==> config.mk <==
export PLATFORM = sky130hd
export DESIGN_NAME = id_wb_arbiter
export DESIGN_NICKNAME = d
export VERILOG_FILES = /design/src/rtl/id_wb_arbiter.sv
export SDC_FILE = /design/constraint.sdc
export NUM_CORES = 1
export LEC_CHECK = 0
export CORE_AREA = 2 2 122 124
export DETAILED_ROUTE_END_ITERATION = 7
export DIE_AREA = 0 0 124 126
export PLACE_DENSITY = 0.77
export SYNTH_ARGS = -nofsm -noshare
export SYNTH_HDL_FRONTEND = slang
export SYNTH_SLANG_ARGS = --single-unit
==> constraint.sdc <==
create_clock -name clk_i -period 4.1 [get_ports clk_i]
set_clock_uncertainty 0.05 [all_clocks]
set_input_delay 0.82 -clock clk_i [delete_from_list [all_inputs] [get_ports clk_i]]
set_output_delay 0.82 -clock clk_i [all_outputs]
set_load 0.05 [all_outputs]
==> src/rtl/id_wb_arbiter.sv <==
// Round-robin arbiter that shares the single register-file write port between
// NUM_REQ writeback sources and drives a registered write command one cycle after each grant.
module id_wb_arbiter #(
  parameter int DATA_WIDTH = 64,
  parameter int NUM_REQ    = 3
) (
  input  logic                          clk_i,
  input  logic                          rst_ni,
  input  logic                          hold_i,
  input  logic [NUM_REQ-1:0]            req_valid_i,
  input  logic [NUM_REQ*6-1:0]          req_addr_i,
  input  logic [NUM_REQ*DATA_WIDTH-1:0] req_data_i,
  output logic [NUM_REQ-1:0]            req_ready_o,
  output logic                          we_o,
  output logic [5:0]                    w_addr_o,
  output logic [DATA_WIDTH-1:0]         w_data_o,
  output logic [2:0]                    grant_idx_o,
  output logic [15:0]                   drop_cnt_o
);

  localparam logic [NUM_REQ-1:0] ONE_HOT_0 = NUM_REQ'(1);
  localparam logic [2:0]         LAST_IDX  = 3'(NUM_REQ - 1);

  logic [5:0]            addr_arr [NUM_REQ];
  logic [DATA_WIDTH-1:0] data_arr [NUM_REQ];
  logic [2:0]            cand_idx [NUM_REQ];
  logic [NUM_REQ-1:0]    cand_onehot [NUM_REQ];

  logic [2:0]            ptr_reg;
  logic [2:0]            ptr_next;
  logic                  we_reg;
  logic [5:0]            w_addr_reg;
  logic [DATA_WIDTH-1:0] w_data_reg;
  logic [2:0]            grant_idx_reg;
  logic [15:0]           drop_cnt_reg;

  logic                  arb_en;
  logic                  grant_found;
  logic [2:0]            grant_idx_next;
  logic [NUM_REQ-1:0]    grant_vec;
  logic [5:0]            sel_addr;
  logic [DATA_WIDTH-1:0] sel_data;
  logic                  sel_is_x0;

  // Unpack requester fields and precompute the round-robin search order,
  // offset gi from the pointer wrapped modulo NUM_REQ.
  generate
    for (genvar gi = 0; gi < NUM_REQ; gi++) begin : g_req
      logic [3:0] rot_sum;

      assign addr_arr[gi]    = req_addr_i[6*gi +: 6];
      assign data_arr[gi]    = req_data_i[DATA_WIDTH*gi +: DATA_WIDTH];
      assign rot_sum         = {1'b0, ptr_reg} + 4'(gi);
      assign cand_idx[gi]    = (rot_sum >= 4'(NUM_REQ)) ? 3'(rot_sum - 4'(NUM_REQ))
                                                        : rot_sum[2:0];
      assign cand_onehot[gi] = ONE_HOT_0 << cand_idx[gi];
    end
  endgenerate

  // Ready is held low in reset so nothing is consumed before the pointer is valid.
  assign arb_en = rst_ni & ~hold_i;

  always_comb begin
    grant_found    = 1'b0;
    grant_idx_next = '0;
    grant_vec      = '0;
    for (int off = 0; off < NUM_REQ; off++) begin
      if (arb_en && !grant_found && |(req_valid_i & cand_onehot[off])) begin
        grant_found    = 1'b1;
        grant_idx_next = cand_idx[off];
        grant_vec      = cand_onehot[off];
      end
    end
  end

  always_comb begin
    sel_addr = '0;
    sel_data = '0;
    for (int j = 0; j < NUM_REQ; j++) begin
      if (grant_vec[j]) begin
        sel_addr = addr_arr[j];
        sel_data = data_arr[j];
      end
    end
  end

  assign sel_is_x0 = (sel_addr == 6'd0);
  assign ptr_next  = (grant_idx_next == LAST_IDX) ? 3'd0 : grant_idx_next + 3'd1;

  always_ff @(posedge clk_i or negedge rst_ni) begin
    if (!rst_ni) begin
      ptr_reg       <= '0;
      we_reg        <= 1'b0;
      w_addr_reg    <= '0;
      w_data_reg    <= '0;
      grant_idx_reg <= '0;
      drop_cnt_reg  <= '0;
    end else begin
      // x0 writes are consumed like any other but never reach the register file.
      we_reg <= grant_found & ~sel_is_x0;
      if (grant_found) begin
        ptr_reg       <= ptr_next;
        w_addr_reg    <= sel_addr;
        w_data_reg    <= sel_data;
        grant_idx_reg <= grant_idx_next;
        if (sel_is_x0 && drop_cnt_reg != 16'hFFFF) begin
          drop_cnt_reg <= drop_cnt_reg + 16'd1;
        end
      end
    end
  end

  assign req_ready_o = grant_vec;
  assign we_o        = we_reg;
  assign w_addr_o    = w_addr_reg;
  assign w_data_o    = w_data_reg;
  assign grant_idx_o = grant_idx_reg;
  assign drop_cnt_o  = drop_cnt_reg;

endmodule

# [Yosys cells after proc, flatten, opt, wreduce, memory -nomap -nowiden]
# Cells that the tools add are included.
[op_classes] addsub=7 order_cmp=3 n_eq_ne=2 shift=3 muxes=19 bitwise_logic=7 n_reduce_logical=13
[ops] op="64-bit two-way mux" n=3
[ops] op="3-bit two-way mux" n=10
[ops] op="6-bit two-way mux" n=3
[ops] op="16-bit by 1-bit adder with 16-bit output, second input constant" n=1
[ops] op="16-bit inequality test, second input constant" n=1
[ops] op="3-bit AND" n=3
[ops] op="3-bit OR reduction" n=3
[ops] op="1-bit by 3-bit left shift with 3-bit output, first input constant" n=3
[ops] op="3-bit by 2-bit subtractor with 3-bit output, second input constant" n=3
[ops] op="4-bit by 2-bit >= comparator with 1-bit output, second input constant" n=2
[ops] op="1-bit logical AND" n=6
[ops] op="6-bit zero test" n=1
[ops] op="3-bit by 1-bit adder with 4-bit output, second input constant" n=1
[ops] op="3-bit by 2-bit adder with 4-bit output, second input constant" n=1
[ops] op="3-bit by 1-bit adder with 3-bit output, second input constant" n=1
[ops] op="3-bit by 2-bit equality test with 1-bit output, second input constant" n=1
[ops] op="3-bit by 2-bit >= comparator with 1-bit output, second input constant" n=1
[ops] op="1-bit two-way mux" n=3
[ops] op="1-bit AND" n=2
[ops] op="1-bit zero test" n=2
[ops] op="1-bit inverter" n=2
[ops] op="2-bit AND reduction" n=1
[word_totals] regBits=93 input_bits=216 output_inout_bits=93 wordCells=60

# [Logic depth before layout (Yosys ltp)]
# Gate-level depths: netlist (run 1).
[logic_depth] word_depth=21 mapped_depth=15 mapped_depth_nobuf=12

# [Worst setup path before layout (run 1)]
# Ideal clock, no wire load.
[synth_path] path_kind="register to output" from="register ptr_reg[1]" to="output port req_ready_o[0]" arrival_time_ns=3.133 required_time_ns=3.230 setup_slack_ns=0.097 path_stages_with_launch=11 path_buffers=2 path_cell_list="dfrtp_1 ha_1 ha_1 a211oi_1 mux2i_1 o21a_1 o2bb2ai_2 nor4_1 or2_0 clkbuf_1 clkbuf_1"
[synth_between] elab_chain_cells=15 word_cells_on_any_way=32 classes_between="5 x add/sub; 3 x order compare; 3 x shift; 8 x mux; 3 x bitwise; 10 x reduce/logical"
[synth_rtl] element="from (decl)" line="29" text="logic [2:0] ptr_reg;"
[synth_rtl] element="from (signal assigned)" line="102" text="ptr_reg <= ptr_next;"
[synth_rtl] element="parallel branches: the longest is 14 deep, another holds 3-bit by 1-bit adder with 4-bit output"
[synth_rtl] element="3-bit two-way mux *" line="68" text="if (arb_en && !grant_found && |(req_valid_i & cand_onehot[off])) begin"
[synth_rtl] element="to (decl)" line="13" text="output logic [NUM_REQ-1:0] req_ready_o,"
# Mark *: on every way between the ends.

# [Worst setup path after layout (run 1)]
[layout_path] from="register ptr_reg[1]" to="output port req_ready_o[1]"
# The elaborated chain is that of the path after synthesis.

==> key figures, run 1 <==
Run status
  – Status: finished with violations
  – Violated checks: design-rule violations

Detailed routing
  – Max layer used: met4
  – Residual DRC count: 10
  – Vias: 5585
  – WL final: 20900 um
  – Met3 wire length: 1510 um
  – Wire length on met1: 8230 um
  – TritonRoute pass-1 iters: 8
  – 1st-iter DRT viols: 625
  – Wire per inst: 20.9 um
  – DR vias/cell: 5.60
  – WL met2: 10500 um
  – ANT nets after route: 0

Synth
  – Ys flop type: dfrtp_1
  – YS warnings: 0
  – Async SR Flop Fraction: 100%
  – Count of cell types in the netlist: 58
  – EDFF count, synth: 0
  – Most frequent cell after synthesis: nand2_1
  – Register area share after synthesis: 47.8%
  – Mapped Nets: 721
  – Post-synth top area share: 47.8%
  – Synth area leaders: dfrtp_1, a222oi_1, nand2_1
  – Register bit count reported by yosys: 93
  – Cells after Synth: 497
  – Synth top cells by count: nand2_1, dfrtp_1, a222oi_1
  – Post-synth top area cell: dfrtp_1
  – Synthesized cell area: 0.00487 sq mm
  – Avg Cell Area, Syn: 9.79 sq um

Global routing
  – First-pass GRT wire length: 30800 um
  – Pin count of the biggest net entering global routing: 77
  – Total GRT Usage: 26.1%
  – Number of global-route vias before repair: 5577
  – Initial antenna violation count: 0
  – GR Overflow Total: 0

Clock tree
  – Worst-path clk slew: 0.06 ns
  – # hold bufs at CTS: 0
  – Clock sink count: 93
  – Clock buffer count from CTS: 9
  – Worst-Skew Late Latency: 0.35 ns
  – H-Tree Level Count: 3
  – Clock buffer depth: 2
  – CTS root buf: clkbuf_16
  – CTS tree: yes

Cells and area
  – Max reg flops: 64
  – Fillers: 1198
  – Share of cells above drive strength 1: 9.46%
  – Layout Nets: 1033
  – Core Util, Final: 60.9%
  – Finished Layout Cells: 998
  – Layout area overhead: 79.2%
  – Sequential cell area: 0.00233 sq mm
  – Multi-input gate area: 0.00246 sq mm
  – ANT cells: 0
  – Final Instance Area: 0.00872 sq mm

Setup path
  – CP max FO: 10
  – Critical path launch point type: register
  – Crit path kind: reg2out
  – Req. time, crit path: 3.23 ns
  – Crit path capture type: primary output
  – Worst EP arrival: 3.04 ns

STA
  – Relative slew margins: 41.0%
  – Hold Fails Final Rpt: 0
  – WHS: 0.438 ns
  – Final Max Tran Viols: 0
  – Period utilization: 95.4%
  – Min Tclk post-route: 3.91 ns
  – Fmax: 0.256 GHz
  – Slew @ Worst Pin: 0.885 ns
  – Setup Viol. Count Final: 0

Die
  – Die Wd: 124 um
  – Die ar.: 0.0156 sq mm
  – Die Y: 126 um
  – Floorplan Core Area: 0.0143 sq mm
  – IO Pins: 309
  – Row count: 44
  – Effective utilization at floorplan: 34.0%

Place
  – Post-DP HPWL: 15500 um
  – I/O Buffers: 308
  – Placed cell count: 972
  – Area post-placement: 0.00824 sq mm
  – GP Congestion: 0.930

Hold path
  – HP Class: reg2reg

Pwr
  – VDD IR max: 0.331 mV
  – PD cells: 752 mW/mm^2
  – Static Leak: 3.73 nW
  – Final Total Pwr: 6.56 mW

Job
  – # Max-Cap Violations: 0
[report_power, final]
part           internal [mW]  leakage, nW  switching [mW]
combinational           1.58         2.38            2.53
clock                  0.569        0.156           0.359
sequential              1.28         1.19           0.237
[per-layer routing]
metal,GRT usage (%),vias up
met5,0,-
met4,11.4,0
met3,6.02,44
met2,42.9,304
li1,-,2517
met1,32.5,2720
[logic make-up after synthesis]
logic type | Yosys count | synth area share, %
AND/OR/NAND/NOR | 216 | 20.8
AO/OA/AOI/OAI | 113 | 21.4
flip-flops | 93 | 47.8
buffers and inverters | 45 | 3.68
XOR/XNOR | 17 | 3.06
adder cells (fa/ha/maj) | 8 | 2.06
multiplexers | 5 | 1.16
[final timing paths]
kind | startpoint | endpoint | slack (ns) | cells past startpoint
hold reg to reg | w_addr_o[4] | w_addr_o[4] | 0.44 | 2
setup / recovery | ptr_reg[1] | req_ready_o[1] | 0.19 | 10
hold / removal | w_addr_o[4] | w_addr_o[4] | 0.44 | 2
min in group asynchronous | rst_ni | drop_cnt_o[2] | 0.51 | 2
max in group asynchronous | rst_ni | ptr_reg[1] | 2.35 | 3
setup reg to reg | ptr_reg[2] | drop_cnt_o[1] | 0.21 | 13
[critical path, cell delays in order, from the launching register on]
cell,delay [ns]
dfrtp_2,0.46
ha_1,0.20
ha_1,0.23
a211oi_2,0.26
mux2i_2,0.31
buf_4,0.17
a211oi_4,0.05
or4_1,0.42
o211ai_1,0.21
buf_6,0.23
buf_12,0.15
[timing repair]
| action | CTS | global route |
|---|---|---|
| setup endpoints to repair | 3 | 19 |
| pin swaps | 2 | 4 |
| resized for setup | 1 | 16 |
| endpoints found under the hold margin | 0 | 0 |
| setup buffers | 2 | 7 |
| cloned | 0 | 1 |
[placed cells by master (no fill, tap or decap), drive strengths merged, types with 4 or more instances in the layout]
| cell type | Yosys | final |
|---|---|---|
| nand4 | 10 | 10 |
| clkdlybuf4s50 | 0 | 304 |
| o211ai | 6 | 6 |
| nor4 | 10 | 10 |
| buf | 8 | 35 |
| ha | 8 | 8 |
| a222oi | 66 | 66 |
| a21o | 6 | 6 |
| nor2b | 5 | 5 |
| and3 | 7 | 7 |
| a22oi | 4 | 4 |
| nor2 | 6 | 6 |
| xnor2 | 11 | 11 |
| dfrtp | 93 | 93 |
| nand2 | 151 | 151 |
| o21ai | 8 | 8 |
| inv | 7 | 7 |
| clkbuf | 30 | 13 |
| nand3 | 7 | 7 |
| xor2 | 6 | 6 |
[metrics by stage]
| step | TNS [ns] | setup slack, ns |
|---|---|---|
| 3_5_place_dp | -0.581 | -0.0731 |
| 3_3_place_gp | -0.0120 | -0.0120 |
| 4_1_cts | 0 | 0.00958 |
| 5_1_grt | -0.0336 | -0.0266 |
| 6_report | 0 | 0.187 |
| 2_1_floorplan | 0 | 0.0970 |
[final cells by class]
cell class	count	share of cell area (%)
Timing Repair Buffer	339	38.4
Multi-Input combinational cell	359	28.2
Sequential cell	93	26.7
Clock buffer	13	2.98
Tap cell	184	2.64
Clock inverter	3	0.775
Inverter	7	0.301
Power figures use the tool's default switching activity.
==> run 2, diff against run 1 <==
==> config.mk (replaced) <==
export PLATFORM = sky130hd
export DESIGN_NAME = id_wb_arbiter
export DESIGN_NICKNAME = d
export VERILOG_FILES = /design/src/rtl/id_wb_arbiter.sv
export SDC_FILE = /design/constraint.sdc
export NUM_CORES = 1
export LEC_CHECK = 0
export CORE_MARGIN = 4
export CORE_UTILIZATION = 37
export DETAILED_ROUTE_END_ITERATION = 7
export PLACE_DENSITY = 0.82
export SYNTH_ARGS = -nofsm -noshare
export SYNTH_HDL_FRONTEND = slang
export SYNTH_SLANG_ARGS = --single-unit
==> key figures, run 2 (synthesis results as in run 1) <==
Pwr
  – VDD IR max: 0.398 mV (was 0.331 mV)
  – PD cells: 743 mW/mm^2 (was 752 mW/mm^2)
  – Final Total Pwr: 6.41 mW (was 6.56 mW)
  – Static Leak: 3.69 nW (was 3.73 nW)

Setup path
  – Worst EP arrival: 3.13 ns (was 3.04 ns)
  – Crit path kind: reg2out (unchanged)
  – CP max FO: 10 (unchanged)
  – Critical path launch point type: register (unchanged)
  – Req. time, crit path: 3.23 ns (about the same)
  – Crit path capture type: primary output (unchanged)

STA
  – Setup Viol. Count Final: 0 (unchanged)
  – Min Tclk post-route: 4.00 ns (was 3.91 ns)
  – Period utilization: 97.7% (was 95.4%)
  – Slew @ Worst Pin: 0.873 ns (was 0.885 ns)
  – Fmax: 0.250 GHz (was 0.256 GHz)
  – Final setup TNS: 0 ns (unchanged)
  – Relative slew margins: 41.8% (was 41.0%)
  – Hold Fails Final Rpt: 0 (unchanged)
  – Final Max Tran Viols: 0 (unchanged)

Place
  – GP Congestion: 0.936 (was 0.930)
  – I/O Buffers: 308 (unchanged)
  – Post-DP HPWL: 15700 um (was 15500 um)

Cells and area
  – Fillers: 967 (was 1198)
  – Layout area overhead: 77.3% (was 79.2%)
  – Share of cells above drive strength 1: 8.44% (was 9.46%)
  – Layout Nets: 1029 (was 1033)
  – Commonest non-fill, non-tap cell in the layout: clkdlybuf4s50_1 (unchanged)
  – ANT cells: 0 (unchanged)
  – Commonest cells after routing, fill and taps aside: clkdlybuf4s50_1, nand2_1, dfrtp_1, a222oi_1, buf_4 (unchanged)
  – Max reg flops: 64 (unchanged)

Clock tree
  – Worst-Skew Late Latency: 0.34 ns (was 0.35 ns)
  – Clock buffer count from CTS: 9 (unchanged)
  – H-Tree Level Count: 3 (unchanged)
  – Worst-path clk slew: 0.06 ns (about the same)
  – CTS root buf: clkbuf_16 (unchanged)
  – Clock buffer depth: 2 (unchanged)
  – CTS tree: yes (unchanged)
  – Clock sink count: 93 (unchanged)
  – # hold bufs at CTS: 0 (unchanged)

Detailed routing
  – WL final: 20700 um (was 20900 um)
  – Residual DRC count: 1 (was 10)
  – TritonRoute pass-1 iters: 8 (unchanged)
  – Wire per inst: 21.1 um (was 20.9 um)
  – 1st-iter DRT viols: 733 (was 625)
  – Vias: 5686 (was 5585)
  – ANT nets after route: 0 (unchanged)
  – DR vias/cell: 5.81 (was 5.60)

Global routing
  – Pin count of the biggest net entering global routing: 77 (unchanged)
  – Met1 GRT Util: 30.6% (was 32.5%)
  – First-pass GRT wire length: 30700 um (was 30800 um)
  – Top Usage Layer GRT: met2 (unchanged)
  – Number of global-route vias before repair: 5801 (was 5577)
  – Initial antenna violation count: 0 (unchanged)
  – GR Layer Usage met2: 45.3% (was 42.9%)
  – Met3 Use GR: 7.88% (was 6.02%)
  – GR Overflow Total: 0 (unchanged)
  – Total GRT Usage: 26.3% (was 26.1%)

Die
  – Floorplan Core Area: 0.0128 sq mm (was 0.0143 sq mm)
  – Die ar.: 0.0151 sq mm (was 0.0156 sq mm)
  – IO Pins: 309 (unchanged)
  – Effective utilization at floorplan: 38.1% (was 34.0%)
  – Die Y: 123 um (was 126 um)
  – Row count: 41 (was 44)
  – Die Wd: 123 um (was 124 um)

Run status
  – Violated checks: design-rule violations (unchanged)
  – Status: finished with violations (unchanged)

Hold path
  – HP Class: in2async (was reg2reg)

Job
  – # Max-Cap Violations: 0 (unchanged)
==> run 2: changes by cell type in the layout (fill, tap and decap cells not counted), sizes merged <==
| cell | change |
|---|---|
| clkbuf | -4 |
| buf | -4 |
| clkinvlp | -1 |
| clkinv | +1 |
==> run 2: final cells by class <==
class / count / area [sq um] / share of cell area [%]
repair buffers: 335 / 3310 / 38.4
multi-input cells: 359 / 2460 / 28.5
flip-flops and latches: 93 / 2330 / 27.0
clock buffers: 9 / 225 / 2.61
well taps: 172 / 215 / 2.49
clock inverters: 3 / 65.1 / 0.754
inverters: 7 / 26.3 / 0.304
==> run 2: metal layers <==
metal	wire, um	part of all wire [%]
met1	7420	36
met2	10600	51
met3	1960	9.5
met4	676	3.3
met5	0	0
==> run 2: final timing paths <==
path / from / end / slack, ns / cells after the start
worst max register to register: ptr_reg[1] / drop_cnt_o[1] / 0.23 / 12
worst max-delay path: ptr_reg[1] / req_ready_o[2] / 0.1 / 10
max in group asynchronous: rst_ni / ptr_reg[0] / 2.34 / 3
min in group clk_i: grant_idx_o[0] / grant_idx_o[0] / 0.42 / 1
worst min-delay path: rst_ni / w_data_o[39] / 0.25 / 1
worst min register to register: grant_idx_o[0] / grant_idx_o[0] / 0.42 / 1
==> run 2: power breakdown <==
group,switching [mW],internal (mW)
registers,0.236,1.28
logic,2.52,1.53
clock network,0.328,0.519
==> run 2: per-stage QoR <==
| stage | util, % | cells | hold slack (ns) | worst slack (ns) | area [sq um] |
|---|---|---|---|---|---|
| 2_1_floorplan | - | 497 | 0.474 | 0.0970 | 4870 |
| 3_3_place_gp | 64.2 | 958 | 0.410 | 0.0223 | 8210 |
| 3_5_place_dp | 64.2 | 958 | 0.416 | -0.246 | 8210 |
| 4_1_cts | 66.8 | 972 | 0.242 | 0.0583 | 8530 |
| 5_1_grt | 67.6 | 978 | 0.242 | -0.00673 | 8630 |
| 6_report | 67.6 | 978 | 0.249 | 0.0956 | 8630 |
==> run 2: worst max-delay path, stage by stage (launching register included) <==
cell and delay (ns):
dfrtp_1 0.43, inv_1 0.20, ha_2 0.36, a21boi_4 0.12, or3_1 0.31, a21oi_1 0.35
a21oi_1 0.20, buf_4 0.19, o31ai_4 0.29, buf_4 0.21, buf_12 0.14
==> run 2: timing repair <==
action                                 4_1_cts  5_1_grt
endpoints found under the hold margin        0        0
setup endpoints to repair                   13       15
gates resized for setup                      4        9
buffers inserted                             2        6
pin swaps                                    1        3
